==> config.mk <==
export PLATFORM = sky130hd
export DESIGN_NAME = control_unit
export DESIGN_NICKNAME = d
export VERILOG_FILES = /design/src/rtl/control_unit_pkg.sv /design/src/rtl/control_unit_classifier.sv /design/src/rtl/control_unit.sv
export SDC_FILE = /design/constraint.sdc
export NUM_CORES = 1
export LEC_CHECK = 0
export CELL_PAD_IN_SITES_DETAIL_PLACEMENT = 0
export CELL_PAD_IN_SITES_GLOBAL_PLACEMENT = 2
export CORE_MARGIN = 3
export CORE_UTILIZATION = 26
export CTS_BUF_LIST = sky130_fd_sc_hd__clkbuf_8
export DETAILED_ROUTE_END_ITERATION = 7
export GPL_ROUTABILITY_DRIVEN = 0
export PLACE_DENSITY = 0.87
export SLEW_MARGIN = 10
export SYNTH_ARGS = -nofsm -noshare
export SYNTH_HDL_FRONTEND = slang
export SYNTH_SLANG_ARGS = --single-unit
==> constraint.sdc <==
create_clock -name CLK -period 2 [get_ports CLK]
set_clock_uncertainty 0.2 [all_clocks]
set_input_delay 0.5 -clock CLK [delete_from_list [all_inputs] [get_ports CLK]]
set_output_delay 0.5 -clock CLK [all_outputs]
set_load 0.03 [all_outputs]
==> src/rtl/control_unit_pkg.sv <==
// Shared encodings for the multi-cycle RISC-V control FSM: states, instruction classes, opcode/funct3 values.
package riscv_ctrl_pkg;

  typedef enum logic [2:0] {
    INIT   = 3'd0,
    FETCH  = 3'd1,
    DECODE = 3'd2,
    EXEC   = 3'd3,
    MEM    = 3'd4,
    WB     = 3'd5,
    HALT   = 3'd6
  } state_e;

  typedef enum logic [2:0] {
    RTYPE   = 3'd0,
    ADDI    = 3'd1,
    LD      = 3'd2,
    SD      = 3'd3,
    ILLEGAL = 3'd4
  } class_e;

  localparam logic [6:0] OP_RTYPE = 7'b0110011;
  localparam logic [6:0] OP_ADDI  = 7'b0010011;
  localparam logic [6:0] OP_LD    = 7'b0000011;
  localparam logic [6:0] OP_SD    = 7'b0100011;

  localparam logic [2:0] F3_ADD = 3'b000;
  localparam logic [2:0] F3_DW  = 3'b011;

endpackage

==> src/rtl/control_unit_classifier.sv <==
// Combinational opcode/funct3 decoder; anything outside the supported subset maps to ILLEGAL.
module opcode_classifier
  import riscv_ctrl_pkg::*;
(
  input  logic [6:0] opcode,
  input  logic [2:0] funct3,
  output class_e     instr_class
);

  always_comb begin
    instr_class = ILLEGAL;
    case (opcode)
      OP_RTYPE: if (funct3 == F3_ADD) instr_class = RTYPE;
      OP_ADDI:  if (funct3 == F3_ADD) instr_class = ADDI;
      OP_LD:    if (funct3 == F3_DW)  instr_class = LD;
      OP_SD:    if (funct3 == F3_DW)  instr_class = SD;
      default:  instr_class = ILLEGAL;
    endcase
  end

endmodule

==> src/rtl/control_unit.sv <==
// Multi-cycle control FSM: INIT/FETCH/DECODE/EXEC/[MEM]/WB, sticky HALT on illegal opcodes.
// MEM stalls indefinitely on mem_ready=0; only sd's MEM exit (load_pc) looks at mem_ready combinationally.
module control_unit
  import riscv_ctrl_pkg::*;
#(
  parameter int INSTRET_W = 32
) (
  input  logic                 CLK,
  input  logic                 RST,
  input  logic [6:0]           opcode,
  input  logic [2:0]           funct3,
  input  logic                 funct7_5,
  input  logic                 mem_ready,
  output logic                 load_ir,
  output logic                 load_pc,
  output logic                 reset_pc,
  output logic                 sub,
  output logic                 ULA_din2_sel,
  output logic                 RF_din_sel,
  output logic                 WE_RF,
  output logic                 WE_MEM,
  output logic                 halted,
  output logic [INSTRET_W-1:0] instret,
  output logic [2:0]           state
);

  localparam logic [INSTRET_W-1:0] INSTRET_ONE = {{(INSTRET_W-1){1'b0}}, 1'b1};

  state_e                 state_q, state_d;
  class_e                 class_q, class_d;
  logic                   sub_q, sub_d;
  logic [INSTRET_W-1:0]   instret_q, instret_d;
  class_e                 dec_class;

  opcode_classifier u_classifier (
    .opcode      (opcode),
    .funct3      (funct3),
    .instr_class (dec_class)
  );

  always_comb begin
    state_d      = state_q;
    class_d      = class_q;
    sub_d        = sub_q;
    instret_d    = instret_q;
    load_ir      = 1'b0;
    load_pc      = 1'b0;
    reset_pc     = 1'b0;
    sub          = 1'b0;
    ULA_din2_sel = 1'b0;
    RF_din_sel   = 1'b0;
    WE_RF        = 1'b0;
    WE_MEM       = 1'b0;
    halted       = 1'b0;

    // ALU operand selection stays stable from EXEC until the instruction retires.
    if (state_q == EXEC || state_q == MEM || state_q == WB) begin
      sub          = sub_q;
      ULA_din2_sel = (class_q != RTYPE);
    end

    case (state_q)
      INIT: begin
        reset_pc = 1'b1;
        state_d  = FETCH;
      end
      FETCH: begin
        load_ir = 1'b1;
        state_d = DECODE;
      end
      DECODE: begin
        class_d = dec_class;
        sub_d   = funct7_5 && (dec_class == RTYPE);
        state_d = (dec_class == ILLEGAL) ? HALT : EXEC;
      end
      EXEC: begin
        state_d = (class_q == LD || class_q == SD) ? MEM : WB;
      end
      MEM: begin
        if (class_q == SD) begin
          WE_MEM = 1'b1;
          if (mem_ready) begin
            load_pc   = 1'b1;
            instret_d = instret_q + INSTRET_ONE;
            state_d   = FETCH;
          end
        end else if (mem_ready) begin
          state_d = WB;
        end
      end
      WB: begin
        WE_RF      = 1'b1;
        RF_din_sel = (class_q != LD);
        load_pc    = 1'b1;
        instret_d  = instret_q + INSTRET_ONE;
        state_d    = FETCH;
      end
      HALT: begin
        halted = 1'b1;
      end
      default: state_d = INIT;
    endcase
  end

  always_ff @(posedge CLK) begin
    if (RST) begin
      state_q   <= INIT;
      class_q   <= RTYPE;
      sub_q     <= 1'b0;
      instret_q <= '0;
    end else begin
      state_q   <= state_d;
      class_q   <= class_d;
      sub_q     <= sub_d;
      instret_q <= instret_d;
    end
  end

  assign instret = instret_q;
  assign state   = state_q;

endmodule

[Word-level counts from Yosys, hierarchy flattened]
Cells that the tools add are included.
Word-level totals
  register bits after elaboration: 39
  word-level logic and storage cells: 61
Operators by class
  reduce and logical (&&, ||, !) cells: 12
  bitwise gates (word level): 1
  add/subtract/negate cells: 1
  equal/unequal tests: 17
  mux-type cells: 26
Operators by type and width (count)
  32-bit two-way mux: 2
  32-bit case mux with 2 select lines: 1
  32-bit by 1-bit adder with 32-bit output, second input constant: 1
  3-bit two-way mux: 8
  3-bit case mux with 6 select lines: 1
  3-bit by 2-bit == test with 1-bit output, second input constant: 5
  7-bit by 6-bit == test with 1-bit output, second input constant: 2
  3-bit == test, second input constant: 4
  1-bit two-way mux: 12
  3-bit case mux with 4 select lines: 1
  3-bit zero test: 3
  7-bit by 2-bit == test with 1-bit output, second input constant: 1
  7-bit by 5-bit == test with 1-bit output, second input constant: 1
  3-bit by 1-bit == test with 1-bit output, second input constant: 1
  1-bit logical OR: 3
  3-bit by 2-bit != test with 1-bit output, second input constant: 1
  3-bit AND reduction: 1
  3-bit nonzero test: 1
  2-bit by 1-bit != test with 1-bit output, second input constant: 1
  2-bit != test, second input constant: 1
  1-bit case mux with 2 select lines: 1
  2-bit AND reduction: 1
  2-bit nonzero test: 1
  2-bit OR reduction: 1
  other kinds (2): 2

[Depth between registers and ports, before layout]
  depth after elaboration: 6
  depth in mapped cells: 7

[Modules after synthesis]
Synthesis repeated with hierarchy kept, for this count alone.
Second synthesis, totals
  cells, all modules: 247
  area total of the unflattened synthesis: 2057.0 um^2
By module, submodules not included
  control_unit: area each 1988.2 um^2, cells an instance 237, instances 1
  opcode_classifier: area each 68.8 um^2, cells an instance 10, instances 1

[Worst setup path after synthesis]
OpenSTA, ideal clock, no wires.
  path kind: register to output
  start: reg state_q[2] (netlist: state[2])
  end: out WE_MEM
  data arrival time: 1877 ps
  stages on the path, launching flop included: 4
  buffers on the path: 1
  setup slack: -577 ps
  path through: dfxtp_1 buf_2 nand2_1 nor4b_1
On the way
  cells in the longest elaborated chain, start to end: 2
Ends and longest elaborated chain
  from (decl): RTL line control_unit.sv:29  | state_e state_q, state_d;
  from (signal assigned): RTL line control_unit.sv:112  | state_q <= state_d;
  3-bit == test: RTL line control_unit.sv:62  | case (state_q)
  1-bit two-way mux: RTL line control_unit.sv:62
  to (decl): RTL line control_unit.sv:21  | output logic WE_MEM,
Every way passes these cells.

[Worst setup path in the final report]
  start: reg class_q[2]
  end: out load_pc
On the way
  cells in the longest elaborated chain, start to end: 3
Ends and longest elaborated chain
  from (decl): RTL line control_unit.sv:30  | class_e class_q, class_d;
  from (signal assigned): RTL line control_unit.sv:113  | class_q <= class_d;
  3-bit by 2-bit == test with 1-bit output: RTL line control_unit.sv:80  | if (class_q == SD) begin
  1-bit two-way mux: RTL line control_unit.sv:80
  1-bit case mux with 2 select lines: RTL line control_unit.sv:62
  to (decl): RTL line control_unit.sv:15  | output logic load_pc,
Every way passes these cells.

==> impl_metrics.tcl <==
set metrics [dict create \
    path_clk_slew_ns 0.08 \
    cts_hold_buffers 0 \
    wirelength_um 6070 \
    die_width_um 95.9 \
    grt_pass1_wl_um 10100 \
    grt_overflow 0 \
    timing.critical_path.to_type "output pin" \
    synth-adder-area-share 0.00596 \
    status "finished, violations left" \
    hold_class "flop to flop" \
    ys_warn_count 0 \
    crit_start "class_q[2]" \
    rows 32 \
    crit_fanout 4 \
    cts_tree "built" \
    rsz0062_at_grt "yes" \
    numPortBuffers 57 \
    yosys-top-cells-area "dfxtp_1, a21oi_1, o31ai_1" \
    r2r_end "instret[17]" \
    setup_viol 2 \
    reg2regPathDepth 6 \
    diodes 0 \
    ir_drop_uv 665 \
    dpl.cell_count 420 \
    tightest_slew_ns 0.316 \
    core_area_um2 7770 \
    worstSetupStartpointType "flop" \
    die_y_um 95.9 \
    grt_max_degree 31 \
    synthSimpleGateAreaFrac 0.306 \
    fillCellCount 784 \
    vias_per_cell 5.04 \
    synthArstFlopShare 0 \
    min_period_over_period 1.01 \
    synth_largest_area_cell "dfxtp_1" \
    drive_above_1_share 0.331 \
    firstDrtPassIters 4 \
    cp-endpoint "load_pc" \
    start_util 0.270 \
    critPathKind "flop to output pin" \
    fin_cells 443 \
    dieArea_um2 9190 \
    grt_pass1_vias 2140 \
    synth-compound-area-share 0.194 \
    required_ns 1.30 \
    synth_cell_types 47 \
    drt_iter0_markers 73 \
    antenna_left 0 \
    dp_hpwl_um 4010 \
    rrSetupSlack_ns 0.06 \
    min_period_ns 2.01 \
    synth_top_family_by_area "simple AND/OR/NAND/NOR gates" \
    cp.arrival_ns 1.31 \
    violations "setup timing" \
    ys_seq_area_frac 0.372 \
    p_leak_nw 1.35 \
    drc 0 \
    cts_sinks 39 \
    max_freq_mhz 497 \
    ys_ff_latch 39 \
    synth_top_area_frac 0.372 \
    maxSlewViolCount 0 \
    antenna_found_initial 0 \
    syn_to_final_growth_pct 58.8 \
    cts_max_level 2 \
    cts_buffer_depth 2 \
    fin_tns_setup_ns -0.0197 \
    synthFlopType "dfxtp_1" \
    synth_cells 246 \
    layout.nets 355 \
    ctsRootBufferMaster "clkbuf_8" \
    p_per_area_nw_per_um2 596 \
    synth-xor-area-share 0.0167 \
    finalWorstSetupSlack_ns -0.0128 \
    timing.slew.headroom 0.790 \
    synth_nets 261 \
    synth_edf_count 0 \
    num_vias 2234 \
    syn_avg_cell_area_um2 8.53 \
    synth_mux_area_frac 0.0417 \
    track_usage 0.138 \
    clock_latency_ns 0.29 \
    num_io_pins 58 \
    synthesis.area_um2 2100 \
    cts_buffers 5 \
    wire_per_inst_um 13.7 \
    reg2reg_from "class_q[2]" \
    max-cap-violations 0 \
    hold_violations 0 \
]
## placed cells by master (no fill, tap or decap), drive strengths merged, types with 2 or more instances in the layout
cell,netlist,final
a21oi,24,24
a221oi,2,2
and2,3,3
and3,3,3
and4,6,6
buf,9,57
clkbuf,9,5
clkdlybuf4s50,0,12
dfxtp,39,39
dlygate4sd2,0,34
inv,9,10
mux2,6,6
mux2i,2,2
nand2,12,12
nand2b,3,3
nand3,9,9
nand4,6,6
nor2,18,18
nor2b,8,8
nor3,3,3
nor4,6,6
o2111ai,1,2
o211ai,3,4
o21a,3,3
o21ai,11,11
o31ai,13,13
or3,8,8
or3b,2,2
or4,13,13
xnor2,2,2
xor2,2,2
## kinds of logic after synthesis
logic type / after synthesis
simple gates: 106
flops: 39
compound gates: 61
buf+inv: 27
fa+ha+maj: 1
xor+xnor: 4
mux: 8
## Yosys cell counts (2+ instances only)
cell type,number
mux2_2,6
o211ai_1,2
nand2b_1,3
clkbuf_1,8
and4_1,5
o31ai_1,13
nor2b_1,8
or3b_2,2
buf_6,3
nor2_1,18
buf_2,4
a21oi_1,24
a221oi_1,2
nand4_1,5
xnor2_1,2
nor3_1,3
or3_1,8
mux2i_1,2
xor2_1,2
nand3_1,9
and2_1,3
o21a_1,3
inv_1,9
o21ai_0,11
nand2_1,12
dfxtp_1,39
or4_1,13
nor4_1,6
and3_1,3
## power by group
part	internal (mW)	switching, mW
logic	0.285	0.332
registers	0.811	0.0388
clock network	0.239	0.283
## stage by stage
stage	total power [mW]	utilization	worst slack, ns	cell area, µm²	hold WS, ns
after floorplan	1.14	-	-0.000212	2150	0.227
after global placement	1.34	0.389	-0.618	3020	0.235
after detailed placement	1.35	0.389	-0.638	3020	0.240
after CTS	1.94	0.416	-0.0483	3230	0.256
after global routing	2.11	0.429	-0.0929	3330	0.274
final	1.99	0.429	-0.0128	3330	0.255
## area by class of cell
class	count	area [µm²]	share of cell area
Clock buffer	5	68.8	0.0206
Clock inverter	3	16.3	0.00488
Tap cell	102	128	0.0383
Inverter	9	36.3	0.0109
Timing Repair Buffer	103	932	0.280
Sequential cell	39	803	0.241
Multi-Input combinational cell	182	1350	0.405
## how the worst min path moves through the flow
stage          depth (start not counted)   from  slack [ns]     to
5_1_grt                                2  sub_q        0.27  sub_q
6_report                               2  sub_q        0.25  sub_q
3_3_place_gp                           2  sub_q        0.23  sub_q
4_1_cts                                2  sub_q        0.26  sub_q
2_1_floorplan                          2  sub_q        0.23  sub_q
3_5_place_dp                           2  sub_q        0.24  sub_q
## critical path, stage by stage (launching register included)
cell	delay [ns]
dfxtp_2	0.34
and4b_2	0.24
buf_6	0.13
o21ai_4	0.14
inv_2	0.05
buf_6	0.13
## flip-flops by register name, indices dropped and copies added (netlist names)
name and cells:
sub_q 1, state 3, class_q 3, instret 32
## layer usage
metal / up-vias / global-route usage / part of all wire / wire length (µm)
met4: 0 / 0.0296 / 0.0054 / 33
met2: 46 / 0.234 / 0.50 / 3020
met1: 1068 / 0.176 / 0.46 / 2760
met3: 2 / 0.0367 / 0.042 / 253
met5: - / 0 / 0 / 0
li1: 1118 / - / - / -
## repair_timing
item                                   4_1_cts  5_1_grt
gates cloned                                 2        0
setup buffers                                7        6
pin swaps                                    6       13
resized for setup                           68       16
endpoints found under the hold margin        0        0
setup endpoints to repair                   68       18
(Power assumes the default switching activity.)
